File: src/rtl/pc_gen_pkg.sv
// Shared types for the program-counter generator: PC width, FSM state encoding,
// flush counter width and the next-PC source select.
`ifndef PC_WIDTH
`define PC_WIDTH 32
`endif

package pc_gen_pkg;

  localparam int PC_W = `PC_WIDTH;

  localparam int PCG_FLUSH_CNT_W = 2;

  typedef enum logic [1:0] {
    PCG_ST_IDLE  = 2'd0,
    PCG_ST_RUN   = 2'd1,
    PCG_ST_FLUSH = 2'd2
  } pcg_state_t;

  typedef enum logic [2:0] {
    NXT_HOLD   = 3'd0,
    NXT_INC    = 3'd1,
    NXT_TARGET = 3'd2,
    NXT_TRAP   = 3'd3,
    NXT_RESET  = 3'd4
  } pc_sel_t;

endpackage

File: src/rtl/pc_gen_next.sv
// Combinational next-PC mux: hold, sequential increment, aligned jump target,
// trap vector or reset PC.
module pc_gen_next
  import pc_gen_pkg::*;
#(
  parameter logic [PC_W-1:0] RESET_PC    = '0,
  parameter int              PC_STEP     = 4,
  parameter logic [PC_W-1:0] TRAP_VECTOR = PC_W'('h100)
) (
  input  logic [2:0]      sel,
  input  logic [PC_W-1:0] pc,
  input  logic [PC_W-1:0] target,
  output logic [PC_W-1:0] pc_next
);

  localparam logic [PC_W-1:0] STEP       = PC_W'(PC_STEP);
  localparam logic [PC_W-1:0] ALIGN_MASK = ~(PC_W'(PC_STEP - 1));

  // Redirect addresses drop the sub-step bits so fetches stay step-aligned.
  function automatic logic [PC_W-1:0] align_pc(input logic [PC_W-1:0] a);
    return a & ALIGN_MASK;
  endfunction

  always_comb begin
    pc_next = pc;
    case (pc_sel_t'(sel))
      NXT_INC:    pc_next = pc + STEP;
      NXT_TARGET: pc_next = align_pc(target);
      NXT_TRAP:   pc_next = align_pc(TRAP_VECTOR);
      NXT_RESET:  pc_next = RESET_PC;
      default:    pc_next = pc;
    endcase
  end

endmodule

File: src/rtl/pc_gen.sv
// Program-counter generator and fetch sequencer (IDLE/RUN/FLUSH).
// Optional trap redirect with EPC capture is compiled in by defining PC_TRAP_EN.
module pc_gen
  import pc_gen_pkg::*;
#(
  parameter logic [PC_W-1:0] RESET_PC     = '0,
  parameter int              PC_STEP      = 4,
  parameter int              FLUSH_CYCLES = 1,
  parameter logic [PC_W-1:0] TRAP_VECTOR  = PC_W'('h100)
) (
  input  logic            clk,
  input  logic            rst,
  input  logic            work_ena,
  input  logic            stall,
  input  logic            pc_jump,
  input  logic [PC_W-1:0] pc_target,
`ifdef PC_TRAP_EN
  input  logic            trap_i,
  output logic [PC_W-1:0] epc_o,
`endif
  output logic [PC_W-1:0] pc_o,
  output logic            inst_valid_o,
  output logic            flush_o
);

  localparam logic [PCG_FLUSH_CNT_W-1:0] FLUSH_LOAD = PCG_FLUSH_CNT_W'(FLUSH_CYCLES - 1);
  localparam pcg_state_t AFTER_REDIRECT = (FLUSH_CYCLES == 1) ? PCG_ST_RUN : PCG_ST_FLUSH;

  pcg_state_t                 state_q, state_d;
  logic [PCG_FLUSH_CNT_W-1:0] cnt_q, cnt_d;
  pc_sel_t                    sel;
  logic [PC_W-1:0]            pc_next;
  logic                       valid_d, flush_d;
  logic                       trap_req, epc_load;

`ifdef PC_TRAP_EN
  assign trap_req = trap_i;
`else
  assign trap_req = 1'b0;
`endif

  pc_gen_next #(
    .RESET_PC    (RESET_PC),
    .PC_STEP     (PC_STEP),
    .TRAP_VECTOR (TRAP_VECTOR)
  ) u_next (
    .sel     (sel),
    .pc      (pc_o),
    .target  (pc_target),
    .pc_next (pc_next)
  );

  always_comb begin
    state_d  = state_q;
    cnt_d    = cnt_q;
    sel      = NXT_HOLD;
    valid_d  = inst_valid_o;
    flush_d  = 1'b0;
    epc_load = 1'b0;
    if (!work_ena) begin
      state_d = PCG_ST_IDLE;
      sel     = NXT_RESET;
      valid_d = 1'b0;
    end else if (state_q == PCG_ST_IDLE) begin
      // First RUN cycle presents RESET_PC; its fetch is flagged valid one cycle later.
      state_d = PCG_ST_RUN;
      sel     = NXT_RESET;
      valid_d = 1'b0;
    end else if (trap_req || pc_jump) begin
      sel      = trap_req ? NXT_TRAP : NXT_TARGET;
      epc_load = trap_req;
      flush_d  = 1'b1;
      valid_d  = 1'b0;
      cnt_d    = FLUSH_LOAD;
      state_d  = AFTER_REDIRECT;
    end else if (stall) begin
      valid_d = (state_q == PCG_ST_RUN) ? inst_valid_o : 1'b0;
    end else if (state_q == PCG_ST_RUN) begin
      sel     = NXT_INC;
      valid_d = 1'b1;
    end else begin
      sel     = NXT_INC;
      valid_d = 1'b0;
      if (cnt_q == '0) state_d = PCG_ST_RUN;
      else             cnt_d   = cnt_q - 1'b1;
    end
  end

  always_ff @(posedge clk) begin
    if (rst) begin
      state_q      <= PCG_ST_IDLE;
      cnt_q        <= '0;
      pc_o         <= RESET_PC;
      inst_valid_o <= 1'b0;
      flush_o      <= 1'b0;
    end else begin
      state_q      <= state_d;
      cnt_q        <= cnt_d;
      pc_o         <= pc_next;
      inst_valid_o <= valid_d;
      flush_o      <= flush_d;
    end
  end

`ifdef PC_TRAP_EN
  always_ff @(posedge clk) begin
    if (rst)           epc_o <= '0;
    else if (epc_load) epc_o <= pc_o;
  end
`endif

endmodule

File: config.mk
export PLATFORM = sky130hd
export DESIGN_NAME = pc_gen
export DESIGN_NICKNAME = d
export VERILOG_FILES = /design/src/rtl/pc_gen_pkg.sv /design/src/rtl/pc_gen_next.sv /design/src/rtl/pc_gen.sv
export SDC_FILE = /design/constraint.sdc
export NUM_CORES = 1
export LEC_CHECK = 0
export ABC_AREA = 1
export BUFFER_PORTS_ARGS = -buffer_cell sky130_fd_sc_hd__buf_2
export CAP_MARGIN = 40
export CORE_MARGIN = 3
export CORE_UTILIZATION = 48
export CTS_CLUSTER_DIAMETER = 30
export DETAILED_ROUTE_END_ITERATION = 7
export MAX_ROUTING_LAYER = met4
export PLACE_DENSITY = 0.89
export REMOVE_ABC_BUFFERS = 1
export SLEW_MARGIN = 20
export SYNTH_ARGS = -nofsm -noshare
export SYNTH_HDL_FRONTEND = slang
export SYNTH_HIERARCHICAL = 1
export SYNTH_SLANG_ARGS = --single-unit
File: constraint.sdc
create_clock -name clk -period 1.6 [get_ports clk]
set_input_delay 0.16 -clock clk [delete_from_list [all_inputs] [get_ports clk]]
set_output_delay 0.16 -clock clk [all_outputs]
set_load 0.02 [all_outputs]
==> results by group, run 1 <==
Outcome
  • Status: finished clean

STA
  • Rel. slew slack: 0.833
  • Fmax: 642 MHz
  • Clock skew: roughly 0.0033 ns
  • Final Cycle Share: 0.973
  • Setup slack after layout: about 0.043 ns
  • Min Tclk post-route: approximately 1.6 ns
  • Max Slew Vio Count: 0
  • Final setup fails: 0
  • Fin. Hold Viols: 0
  • RSZ-0062 raised after global routing: yes
  • Tightest Pin Transition: approximately 0.25 ns

Critical path
  • Worst Path Arrival: between 1.5 and 2 ns
  • Crit start category: flip-flop
  • R2R depth: 11
  • Critical Path Sink Type: flip-flop
  • Max incr delay on CP: ~0.37 ns
  • Critical path class: flip-flop to flip-flop
  • Most frequent CP cell: inv_2
  • Slowest stage cell on the critical path: dfxtp_4
  • Worst path required time: around 1.8 ns
  • Crit path cell chain: nand3_4 > nor2_4 > inv_2 > nor3_4 > inv_2 > buf_6 > a21oi_1 > o21ai_0 > nand3_1 > inv_1 > nor2_1
  • Crit Path Max Fanout: 5

Worst hold path
  • Hold depth: 3
  • HP Class: input pin to flip-flop

Global route
  • Global route total overflow: 0
  • First-pass GRT wire length: 11.7 mm
  • Pin count of the biggest net entering global routing: 36
  • Antenna violations before repair: 0
  • Vias in the first global route: roughly 2,600
  • All-Layer GR Usage: 0.240

Placement
  • Post-DP HPWL: roughly 5.4 mm
  • Dpl ws: -0.0338 ns
  • Routability congestion estimate: between 0.9 and 1
  • Area after DPL: 3030 µm²
  • I/O Buffers: 68

Drt
  • Residual DRC count: 0
  • Vias/cell: around 5
  • Post-DR wirelength/cell: ~13 µm
  • Routed Antenna Nets: 0
  • Total number of vias: between 2,000 and 3,000
  • DRT iter0 DRCs: approximately 230
  • DRT Wirelength: roughly 7.5 mm
  • DRT Pass-1 Iters: 5

Synth
  • Mapped Cells: 434
  • Seq/Total Area, Yosys: 0.277
  • Synthesis Warnings: 6
  • Syn Area/Cell: 5.82 µm²
  • #FFs+latches synth: 35
  • Post-synth cell types: 29
  • Synthesized cell area: approximately 2500 µm²

Die
  • Die Y: around 80 µm
  • I/O pins: just over 70
  • Row Count: 25
  • Initial core utilization: 0.515
  • Die Area: a little over 6000 µm²
  • Total core area: approximately 4900 µm²
  • Chip width: between 70 and 80 µm

Final layout
  • Share of cells above drive strength 1: 0.290
  • Final core occ: 0.676
  • Fill count: 463
  • Area Growth Syn to Fin: 31.3%
  • Fin area: 3320 µm²
  • Final nets: about 560
  • N_diodes: 0

Power and ir drop
  • Leak: 1.50 nW
  • Power Density: about 530 nW/µm²
  • Worst VDD drop: between 0.4 and 0.5 mV

CTS
  • CTS Buf Count: 5
  • Clock latency on the worst-skew pair: approximately 0.29 ns
  • Clk root buf: clkbuf_8
  • Clk buf depth: 2
  • Num Clock Sinks: 35
  • Reg clk slew, reported paths: approximately 0.070 ns
  • H-tree Lvls: 2
  • CTS tree: done

Run
  • Max-cap violations: 0
==> worst max-delay path: cells and delay by family, from the launching register on <==
kind | cells | cell delay (ns)
AO/OA/AOI/OAI | 2 | 0.18
AND/OR/NAND/NOR | 5 | 0.55
flip-flops | 1 | 0.37
buffers and inverters | 4 | 0.41
==> placed cells by master (no fill, tap or decap), types with 2 or more instances in the layout <==
cell type and instances:
a21oi_1 2, a22oi_1 3, and2_1 3, buf_12 4, buf_2 69, buf_4 19
buf_6 3, clkbuf_8 7, dfxtp_1 26, dfxtp_2 8, inv_1 65, inv_2 6
nand2_1 132, nand2_2 4, nand2_4 3, nand3_1 61, nor2_1 65, nor2_2 10
nor2_4 12, o211ai_1 5, o21ai_0 3
==> cell usage after synthesis <==
library cell  instances  area, µm²
nor2_4                6       67.6
inv_2                 2       7.51
inv_1                69        259
nor3_2                1       10.0
xor2_1                1       8.76
o21bai_1              1       7.51
nor2_2                8       50.1
a31oi_1               1       6.26
clkbuf_8              2       27.5
ha_1                  1       12.5
a21oi_1               2       10.0
nand2_2               4       25.0
nand2_4               2       22.5
buf_2                 2       10.0
or2_2                 1       6.26
o211ai_1              5       37.5
nor2_1               73        274
nand3b_1              1       7.51
nand2_1             134        503
o21ai_0               3       15.0
or2_1                 1       6.26
nor3_1                1       5.00
and2_1                3       18.8
dfxtp_1              35        701
a22oi_1               3       22.5
nand4_1               1       6.26
nand3_1              62        310
buf_4                 3       22.5
buf_6                 6       67.6
==> cell type report <==
cell class              count  area (µm²)  area share
well taps                  67        83.8      0.0253
flip-flops and latches     35         714       0.215
repair buffers             96         617       0.186
inverters                  71         267      0.0803
multi-input cells         315        1540       0.463
clock buffers               8         100      0.0302
==> routing by layer <==
metal  vias up  track usage  part of all wire
li1       1505            -                 -
met1      1319        0.312              0.44
met2       116        0.396              0.47
met3        10       0.0287             0.074
met4         0       0.0612             0.012
met5         -            -                 0
==> flip-flops by register name, summed over array words and instances, names as in the netlist <==
register / flops
flush_o: 1
inst_valid_o: 1
pc_o: 32
state_q: 1
==> power breakdown <==
group	leakage (nW)	total (mW)	internal (mW)	switching [mW]
sequential	0.287	0.880	0.875	0.00588
combinational	1.17	0.162	0.0741	0.0879
clock	0.0515	0.732	0.393	0.338
total	1.50	1.77	1.34	0.432
==> cells by family after synthesis <==
logic type                 Yosys count  synth area share
buffers and inverters               84             0.156
adders and majority gates            1           0.00495
xor gates and xnor gates             1           0.00347
AOI/OAI and AO/OA                   15            0.0391
and+or+nand+nor                    298             0.519
DFF                                 35             0.277
==> final timing paths <==
kind | start | to | slack [ns]
worst max-delay path | state_q[0]$_SDFFE_PP0P_ | pc_o[5]$_SDFF_PP0_ | 0.04
worst min-delay path | work_ena | state_q[0]$_SDFFE_PP0P_ | 0.11
worst min register to register | pc_o[0]$_SDFF_PP0_ | pc_o[0]$_SDFF_PP0_ | 0.51
worst max register to register | state_q[0]$_SDFFE_PP0P_ | pc_o[5]$_SDFF_PP0_ | 0.04
==> timing repair <==
item	CTS	global route
endpoints found under the setup margin	2	31
gates cloned	0	1
gates resized for setup	3	40
buffers inserted	0	6
pin swaps	0	9
hold buffers	0	0
==> per-stage QoR <==
step	std cells	setup TNS [ns]	hold slack [ns]	power (mW)
5_1_grt	592	-0.553	0.134	1.83
3_5_place_dp	577	-0.0575	0.397	1.04
6_report	592	0	0.115	1.77
2_1_floorplan	421	-7.02	0.227	0.942
4_1_cts	585	0	0.0817	1.77
3_3_place_gp	577	0	0.390	1.04
Power figures use the tool's default switching activity.
==> inputs of run 2 (changes only) <==
--- a/config.mk
+++ b/config.mk
@@ -8,6 +8,7 @@
 export ABC_AREA = 1
 export BUFFER_PORTS_ARGS = -buffer_cell sky130_fd_sc_hd__buf_2
 export CAP_MARGIN = 40
+export CORE_ASPECT_RATIO = 1.5
 export CORE_MARGIN = 3
 export CORE_UTILIZATION = 48
 export CTS_CLUSTER_DIAMETER = 30
==> run 2 against run 1 <==
Compared with the run above: utilization down 3.1 points; clock skew is 0.0045 ns higher; die area increased by 0.28%; critical path depth grew 1; combinational power decreased by 3%; worst setup slack got worse by 0.029 ns; cell area shrank 3.5%; maximum frequency fell by 1.8%; sequential power about the same; hold slack got worse by 0.027 ns; first-iteration DRC count shrank 27%; clock power down 13%; critical endpoint is now pc_o[21]$_SDFF_PP0_; highest routed layer unchanged.
==> results by group, run 2 (synthesis gave the netlist of run 1 again) <==
CTS
  • Clk root buf: clkbuf_8
  • Clock latency on the worst-skew pair: ~0.29 ns
  • H-tree Lvls: 2
  • Clk buf depth: 2
  • CTS Buf Count: 5
  • Num Clock Sinks: 35
  • Cts hold-fix bufs: 0
  • CTS tree: done
  • Reg clk slew, reported paths: around 0.080 ns

Final layout
  • Commonest non-fill, non-tap cell in the layout: nand2_1
  • Multi-input gate area: 1480 µm²
  • Final core occ: 0.645
  • N_diodes: 0
  • Fill count: just under 500
  • Largest register by flop count: pc_o
  • Sequential cell area: between 700 and 800 µm²
  • Most frequent cells in the layout: nand2_1 (134), buf_2 (68), inv_1 (67)
  • Fin area: ~3200 µm²
  • Max reg flops: 32
  • Area Growth Syn to Fin: 26.7%
  • Share of cells above drive strength 1: 0.267
  • Final nets: ~560

STA
  • Fmax: 631 MHz
  • Min Tclk post-route: around 1.6 ns
  • Rel. slew slack: 0.723
  • RSZ-0062 raised after global routing: yes
  • Fin. Hold Viols: 0
  • Final setup fails: 0
  • Tightest Pin Transition: approximately 0.42 ns
  • Max Slew Vio Count: 0
  • Final Cycle Share: 0.991
  • Clock skew: just under 0.008 ns

Die
  • Row Count: 31
  • Chip width: ~65 µm
  • I/O pins: just over 70
  • Total core area: around 5000 µm²
  • Initial core utilization: 0.509
  • Die Y: approximately 95 µm
  • Die Area: approximately 6200 µm²

Critical path
  • Worst Path Arrival: about 1.8 ns
  • Crit path cell chain: nand3_2 > nor2_2 > buf_4 > o21bai_1 > nand2_1 > inv_2 > buf_4 > clkbuf_16 > nand2_1 > nand3_1 > inv_1 > nor2_2
  • R2R Path End: pc_o[21]$_SDFF_PP0_
  • Kind of cell adding the most delay to the critical path: buffers and inverters
  • Flop-to-flop setup slack: between 0.01 and 0.015 ns
  • Max incr delay on CP: about 0.34 ns
  • Worst path required time: approximately 1.8 ns
  • Critical path class: flip-flop to flip-flop
  • Slowest stage cell on the critical path: dfxtp_2
  • Crit Path Max Fanout: 11
  • Reg2reg start: state_q[0]$_SDFFE_PP0P_
  • Critical Path Sink Type: flip-flop
  • R2R depth: 12
  • Crit start category: flip-flop
  • WP buf/inv: 5

Placement
  • Post-DP HPWL: around 5.1 mm
  • Routability congestion estimate: a little over 0.9
  • Area after DPL: 2950 µm²
  • I/O Buffers: between 60 and 70

Global route
  • First-pass GRT wire length: between 10 and 15 mm
  • Global route total overflow: 0
  • Pin count of the biggest net entering global routing: 23
  • Antenna violations before repair: 0
  • Vias in the first global route: ~2,800
  • All-Layer GR Usage: 0.238

Drt
  • Total number of vias: slightly below 3,000
  • Post-DR wirelength/cell: approximately 12 µm
  • M1 wire length: ~2.7 mm
  • DRT iter0 DRCs: 168
  • Met3 WL post-DR: between 400 and 500 µm
  • Routed Antenna Nets: 0
  • DR WL met2: between 3 and 4 mm
  • DRT Wirelength: just under 7 mm
  • Highest routed layer: met4
  • DRT Pass-1 Iters: 7
  • Vias/cell: around 5
  • Residual DRC count: 0

Power and ir drop
  • Leak: approximately 1.5 nW
  • Power Density: ~520 nW/µm²
  • Worst VDD drop: between 0.6 and 0.7 mV

Worst hold path
  • HP Class: input pin to flip-flop
  • Hold path start: work_ena
  • Worst Hold End: state_q[0]$_SDFFE_PP0P_
  • Hold depth: 3

Run
  • Max-cap violations: 0

Outcome
  • Status: finished clean
==> run 2: worst min-delay path: stages <==
cell and delay [ns]:
buf_2 0.12, inv_1 0.05, nor2_1 0.03
==> run 2: stage by stage <==
step / total power, mW / setup WS (ns) / std cells / TNS (ns) / hold WS [ns]
3_5_place_dp: 1.03 / -0.0451 / 569 / -0.190 / 0.399
5_1_grt: 1.74 / -0.118 / 587 / -1.83 / 0.0949
4_1_cts: 1.68 / 0.0185 / 582 / 0 / 0.0792
3_3_place_gp: 1.03 / 0.0359 / 569 / 0 / 0.390
6_report: 1.68 / 0.0147 / 587 / 0 / 0.0879
2_1_floorplan: 0.942 / -0.447 / 421 / -7.02 / 0.227
==> run 2: metal layers <==
metal | global-route usage | up-vias
li1 | - | 1500
met1 | 0.242 | 1310
met2 | 0.430 | 111
met3 | 0.0476 | 22
met4 | 0.112 | 0
met5 | - | -
==> run 2: worst max-delay path by stage <==
stage / from / end / slack (ns) / cells after the start
floorplan: state_q[0]$_SDFFE_PP0P_ / pc_o[11]$_SDFF_PP0_ / -0.45 / 10
detailed placement: pc_jump / pc_o[9]$_SDFF_PP0_ / -0.05 / 12
global route: state_q[0]$_SDFFE_PP0P_ / pc_o[12]$_SDFF_PP0_ / -0.12 / 11
CTS: pc_o[3]$_SDFF_PP0_ / pc_o[22]$_SDFF_PP0_ / 0.02 / 10
global placement: state_q[0]$_SDFFE_PP0P_ / pc_o[9]$_SDFF_PP0_ / 0.04 / 9
finish: state_q[0]$_SDFFE_PP0P_ / pc_o[21]$_SDFF_PP0_ / 0.01 / 12
==> run 2: repair_timing <==
| action | 4_1_cts | 5_1_grt |
|---|---|---|
| pin swaps | 1 | 6 |
| resized for setup | 5 | 15 |
| buffers inserted | 5 | 4 |
| setup endpoints to repair | 11 | 32 |
| cloned | 0 | 2 |
==> run 2: where the power goes <==
part           internal [mW]  leakage, nW  switching (mW)  total, mW
logic                 0.0725         1.13          0.0841      0.157
registers              0.875        0.284         0.00503      0.880
clock network          0.298       0.0477           0.342      0.640
==> run 2: layout make-up <==
cell class | count | area share
clock buffers | 5 | 0.0215
clock inverters | 3 | 0.00469
inverters | 71 | 0.0832
multi-input cells | 316 | 0.461
flip-flops and latches | 35 | 0.220
well taps | 66 | 0.0258
repair buffers | 91 | 0.184
